$ cat config.mk
export PLATFORM = sky130hd
export DESIGN_NAME = oam_dma
export DESIGN_NICKNAME = d
export VERILOG_FILES = /design/src/rtl/oam_dma.sv
export SDC_FILE = /design/constraint.sdc
export NUM_CORES = 1
export LEC_CHECK = 0
export CAP_MARGIN = 5
export CORE_MARGIN = 8
export CORE_UTILIZATION = 50
export CTS_BUF_LIST = sky130_fd_sc_hd__clkbuf_8
export DETAILED_ROUTE_END_ITERATION = 7
export GPL_ROUTABILITY_DRIVEN = 0
export PLACE_DENSITY = 0.93
export SLEW_MARGIN = 20
export SYNTH_ARGS = -nofsm -noshare
export SYNTH_HDL_FRONTEND = slang
export SYNTH_SLANG_ARGS = --single-unit
$ cat constraint.sdc
create_clock -name cpu_clk -period 3.41 [get_ports cpu_clk]
set_clock_uncertainty 0.1 [all_clocks]
set_input_delay 0.341 -clock cpu_clk [delete_from_list [all_inputs] [get_ports cpu_clk]]
set_output_delay 0.341 -clock cpu_clk [all_outputs]
set_load 0.01 [all_outputs]
$ cat src/rtl/oam_dma.sv
// oam_dma: sprite-DMA initiator for the $4014 port.
// A CPU write to TRIGGER_ADDR halts the CPU. The block then copies XFER_LEN bytes
// from page {bus_din,8'h00} to DEST_ADDR, acting as bus initiator.
// Optional feature macro: OAM_DMA_PROGRESS_EN (adds the dma_count output).
// Ports:
//   cpu_clk, reset      clock; synchronous active-low reset
//   bus_addr/din/wr     CPU bus, watched for the trigger write
//   odd_or_even         CPU cycle parity (1 = odd), checked in HALT
//   rd_data             bus read data, sampled at the end of each READ
//   dma_hijack          CPU halted / bus owned by DMA
//   dma_addr/dout/wr    DMA bus address, write data and write strobe
//   dma_done            one-cycle pulse after the last write
//   dma_count           (optional) number of bytes written in this transfer
module oam_dma #(
   parameter logic [15:0] TRIGGER_ADDR = 16'h4014,
   parameter logic [15:0] DEST_ADDR    = 16'h2004,
   parameter int unsigned XFER_LEN     = 256
) (
   input  logic        cpu_clk,
   input  logic        reset,
   input  logic [15:0] bus_addr,
   input  logic [7:0]  bus_din,
   input  logic        bus_wr,
   input  logic        odd_or_even,
   input  logic [7:0]  rd_data,
   output logic        dma_hijack,
   output logic [15:0] dma_addr,
   output logic [7:0]  dma_dout,
   output logic        dma_wr,
`ifdef OAM_DMA_PROGRESS_EN
   output logic [8:0]  dma_count,
`endif
   output logic        dma_done
);

   localparam int unsigned IDX_W = 9;
   localparam logic [IDX_W-1:0] LAST_IDX = IDX_W'(XFER_LEN - 1);

   typedef enum logic [2:0] {
      S_IDLE,
      S_HALT,
      S_ALIGN,
      S_READ,
      S_WRITE,
      S_DONE
   } state_t;

   state_t           state_q, state_d;
   logic [IDX_W-1:0] index_q, index_d;
   logic [7:0]       page_q, page_d;
   logic             hijack_q, hijack_d;
   logic [15:0]      addr_q, addr_d;
   logic [7:0]       dout_q, dout_d;
   logic             wr_q, wr_d;
   logic             done_q, done_d;
   logic             trig_c;

   // Trigger is only honoured while idle
   assign trig_c = (state_q == S_IDLE) && bus_wr && (bus_addr == TRIGGER_ADDR);

   // Next-state logic; outputs are registered from the next state so they line up
   // with the state they describe
   always_comb begin
      state_d = state_q;
      index_d = index_q;
      page_d  = page_q;
      addr_d  = addr_q;
      dout_d  = dout_q;

      case (state_q)
         S_IDLE: begin
            if (trig_c) begin
               page_d  = bus_din;
               index_d = '0;
               state_d = S_HALT;
            end
         end
         S_HALT:  state_d = odd_or_even ? S_ALIGN : S_READ;
         S_ALIGN: state_d = S_READ;
         S_READ: begin
            // dout register doubles as the read buffer
            dout_d  = rd_data;
            state_d = S_WRITE;
         end
         S_WRITE: begin
            if (index_q == LAST_IDX) begin
               state_d = S_DONE;
            end else begin
               index_d = index_q + IDX_W'(1);
               state_d = S_READ;
            end
         end
         S_DONE:  state_d = S_IDLE;
         default: state_d = S_IDLE;
      endcase

      // Source address never carries past the page: only index[7:0] is used
      if (state_d == S_READ) begin
         addr_d = {page_d, index_d[7:0]};
      end else if (state_d == S_WRITE) begin
         addr_d = DEST_ADDR;
      end

      hijack_d = (state_d == S_HALT) || (state_d == S_ALIGN) ||
                 (state_d == S_READ) || (state_d == S_WRITE);
      wr_d     = (state_d == S_WRITE);
      done_d   = (state_d == S_DONE);
   end

   // State and output registers
   always_ff @(posedge cpu_clk) begin
      if (!reset) begin
         state_q  <= S_IDLE;
         index_q  <= '0;
         page_q   <= '0;
         hijack_q <= 1'b0;
         addr_q   <= '0;
         dout_q   <= '0;
         wr_q     <= 1'b0;
         done_q   <= 1'b0;
      end else begin
         state_q  <= state_d;
         index_q  <= index_d;
         page_q   <= page_d;
         hijack_q <= hijack_d;
         addr_q   <= addr_d;
         dout_q   <= dout_d;
         wr_q     <= wr_d;
         done_q   <= done_d;
      end
   end

   assign dma_hijack = hijack_q;
   assign dma_addr   = addr_q;
   assign dma_dout   = dout_q;
   assign dma_wr     = wr_q;
   assign dma_done   = done_q;

`ifdef OAM_DMA_PROGRESS_EN
   logic [8:0] count_q, count_d;

   // Counts completed writes; cleared by a new trigger, held otherwise
   always_comb begin
      count_d = count_q;
      if (trig_c) begin
         count_d = '0;
      end else if (state_q == S_WRITE) begin
         count_d = count_q + 9'd1;
      end
   end

   always_ff @(posedge cpu_clk) begin
      if (!reset) begin
         count_q <= '0;
      end else begin
         count_q <= count_d;
      end
   end

   assign dma_count = count_q;
`endif

endmodule

==> summary.md <==
| Metric | Value |
|---|---|
| Status | `finished clean` |
| Hold-fix buffer count after cts | `0` |
| Worst EP required | `3.51 ns` |
| CTS tree | `done` |
| Post-synth EDFFs | `0` |
| Commonest cells post-synth | `47 x dfxtp_1, 24 x nand2_1, 16 x nand3_1, 12 x nor2_1, 11 x a21oi_1` |
| Share of cells above drive strength 1 | `9.025%` |
| Largest net degree at the start of global routing | `22` |
| Clock slew seen by the registers of the worst setup and hold paths | `0.09 ns` |
| Final Total Pwr | `1106 uW` |
| Via Count | `1862` |
| Top-area cell type share of the netlist area | `46.62%` |
| Maximum capacitance violations | `0` |
| Final Hold Fails | `0` |
| WHS | `about 0.37 ns` |
| Clock Tree Buf Depth | `2` |
| Tot GR Track Use | `18.47%` |
| Slew at the pin closest to its max-slew limit | `0.6550 ns` |
| Core ar. | `3943 sq um` |
| FP Rows | `23` |
| Clk sink count | `47` |
| Routed WL per cell | `approximately 17 um` |
| Synth Net Count | `251` |
| Pwr dens | `392.3 nW/um^2` |
| Logic pwr share | `5.7%` |
| Switching share of power | `19.74%` |
| Maximum VDD drop | `0.0003927 V` |
| Post_cts resized | `0` |
| Slew HR | `a little under three fifths` |
| Distinct cells, synth | `49` |
| Cell taking the most area after synthesis | `dfxtp_1` |
| Async SR Flop Fraction | `0%` |
| Synth area leaders | `dfxtp_1 47%, nand2_1 4.5%, mux2i_1 4.0%` |
| Die W | `79.53 um` |
| Final Core Density | `71.53%` |
| Effective utilization at floorplan | `51.19%` |
| Critical path launch point type | `flop` |
| Final max-slew violation count | `0` |
| Remaining Overflow, GRT | `0` |
| Root Buffer | `clkbuf_8` |
| Antenna fix cells | `0` |
| Setup CP Type | `reg -> reg` |
| Synth Instances | `approximately 210` |
| Die footprint | `6325 sq um` |
| Main synth FF type | `dfxtp_1` |
| Setup crit end kind | `flop` |
| DRT antenna net count | `0` |
| Sequential Power Share | `49.6%` |
| Vias per cell | `5.694` |
| Setup TNS | `0 ns` |
| Post-synthesis cell area | `2018 sq um` |
| IO buf count | `62` |
| Post-route setup slack | `roughly 1.1 ns` |
| Synth Warn # | `0` |
| H-tree depth | `2` |
| IO Count | `63` |
| P_sw | `approximately 220 uW` |
| Post-Route WL | `5.566 mm` |
| RSZ-0062 raised after global routing | `false` |
| Setup repair bufs after CTS | `0` |
| Leak Pwr | `0.001007 uW` |
| P_int | `between 800 and 900 uW` |
| Hold Crit Class | `reg -> reg` |
| Fmax | `0.4273 GHz` |
| First-pass GRT wire length | `9.204 mm` |
| Reg2reg setup slack | `1.07 ns` |
| Drt initial violations | `128` |
| P&R area growth vs syn | `39.74%` |
| Die Y | `around 80 um` |
| Clock buffer count from CTS | `5` |
| Dpl ws | `between 1 and 1.5 ns` |
| Clk network pwr share | `44.7%` |
| Final nets | `between 300 and 400` |
| Syn avg cell area | `9.431 sq um` |
| Worst skew pair latency | `0.31 ns` |
| Router iterations before antenna repair | `4` |
| Count leader, synth | `dfxtp_1` |
| Sequential area share after synthesis | `a little under half` |
| Tcrit/Tclk final | `68.63%` |
| Antenna violations before repair | `0` |
| Dpl hpwl | `~4 mm` |
| Post-route DRC | `0` |
| Finish-stage setup viols | `0` |
| Crit-path max FO | `13` |
| Vias in the first global route | `1991` |
| Synthesized flop and latch total | `47` |
| Min Tclk post-route | `2.340 ns` |
| CP arrival | `2.44 ns` |
## placed cells by master (no fill, tap or decap), types with 3 or more instances in the layout
cell,netlist,routed
clkdlybuf4s50_1,0,62
dfxtp_1,47,47
nand2_1,24,24
nand3_1,16,16
nor2_1,12,12
a21oi_1,11,11
mux2i_1,8,8
nor2b_1,8,8
a21boi_0,8,8
o21a_1,7,7
o21ai_1,7,7
o21ai_0,5,5
clkbuf_8,0,5
inv_1,3,3
and3_1,3,3
o31ai_1,3,3
buf_4,2,3
## final cells by class
| class | instances | area, sq um |
|---|---|---|
| Clock buffer | 5 | 68.82 |
| Clock inverter | 3 | 71.32 |
| Fill cell | 272 | 1122 |
| Inverter | 3 | 11.26 |
| Multi-Input combinational cell | 154 | 1022 |
| Sequential cell | 47 | 940.9 |
| Tap cell | 50 | 62.56 |
| Timing Repair Buffer | 65 | 643.1 |
## metrics by stage
stage               instances  area, sq um
detailed placement        319         2680
floorplan                 214         2018
global placement          319         2680
global route              327         2820
finish                    327         2820
CTS                       327         2820
## cells by family after synthesis
group / count (synthesis) / synth area share [%]
flops: 47 / 46.62
compound gates: 56 / 20.33
buf+inv: 13 / 2.975
fa+ha+maj: 1 / 0.6199
simple gates: 87 / 24.61
mux: 8 / 3.968
xor+xnor: 2 / 0.8681
## final timing paths
check,start,endpoint,cells past startpoint
max,state_q[2],dma_addr[2],5
min,dma_dout[6],dma_dout[6],2
max reg2reg,state_q[2],dma_addr[2],5
min reg2reg,dma_dout[6],dma_dout[6],2
## routing by layer
| metal | GRT usage, % | wire length [um] | vias up |
|---|---|---|---|
| met1 | 18.11 | 2052 | 868 |
| met4 | 12.78 | 244 | 0 |
| met3 | 6.419 | 453 | 24 |
| met2 | 31.95 | 2815 | 80 |
| li1 | - | - | 890 |
| met5 | 0 | 0 | - |
## power by group through the flow
stage	Clock, uW	Combinational (uW)	Sequential, uW
global route	519	66.9	549
global placement	0	60.7	562
CTS	500	62.9	549
detailed placement	0	62.2	562
floorplan	0	16.4	562
finish	495	63.0	549
## state kept, by name, indices dropped and copies added, names as in the netlist
register / count
dma_addr: 16
dma_hijack: 1
page_q: 8
dma_dout: 8
index_q: 9
state_q: 3
dma_done: 1
dma_wr: 1
## worst max-delay path, stage by stage, from the launching register on
cell	delay, ns
dfxtp_1	0.57
or3b_4	0.47
a31oi_4	0.29
or2_1	0.43
o21ai_0	0.20
o311a_1	0.17
Power figures use the tool's default switching activity.
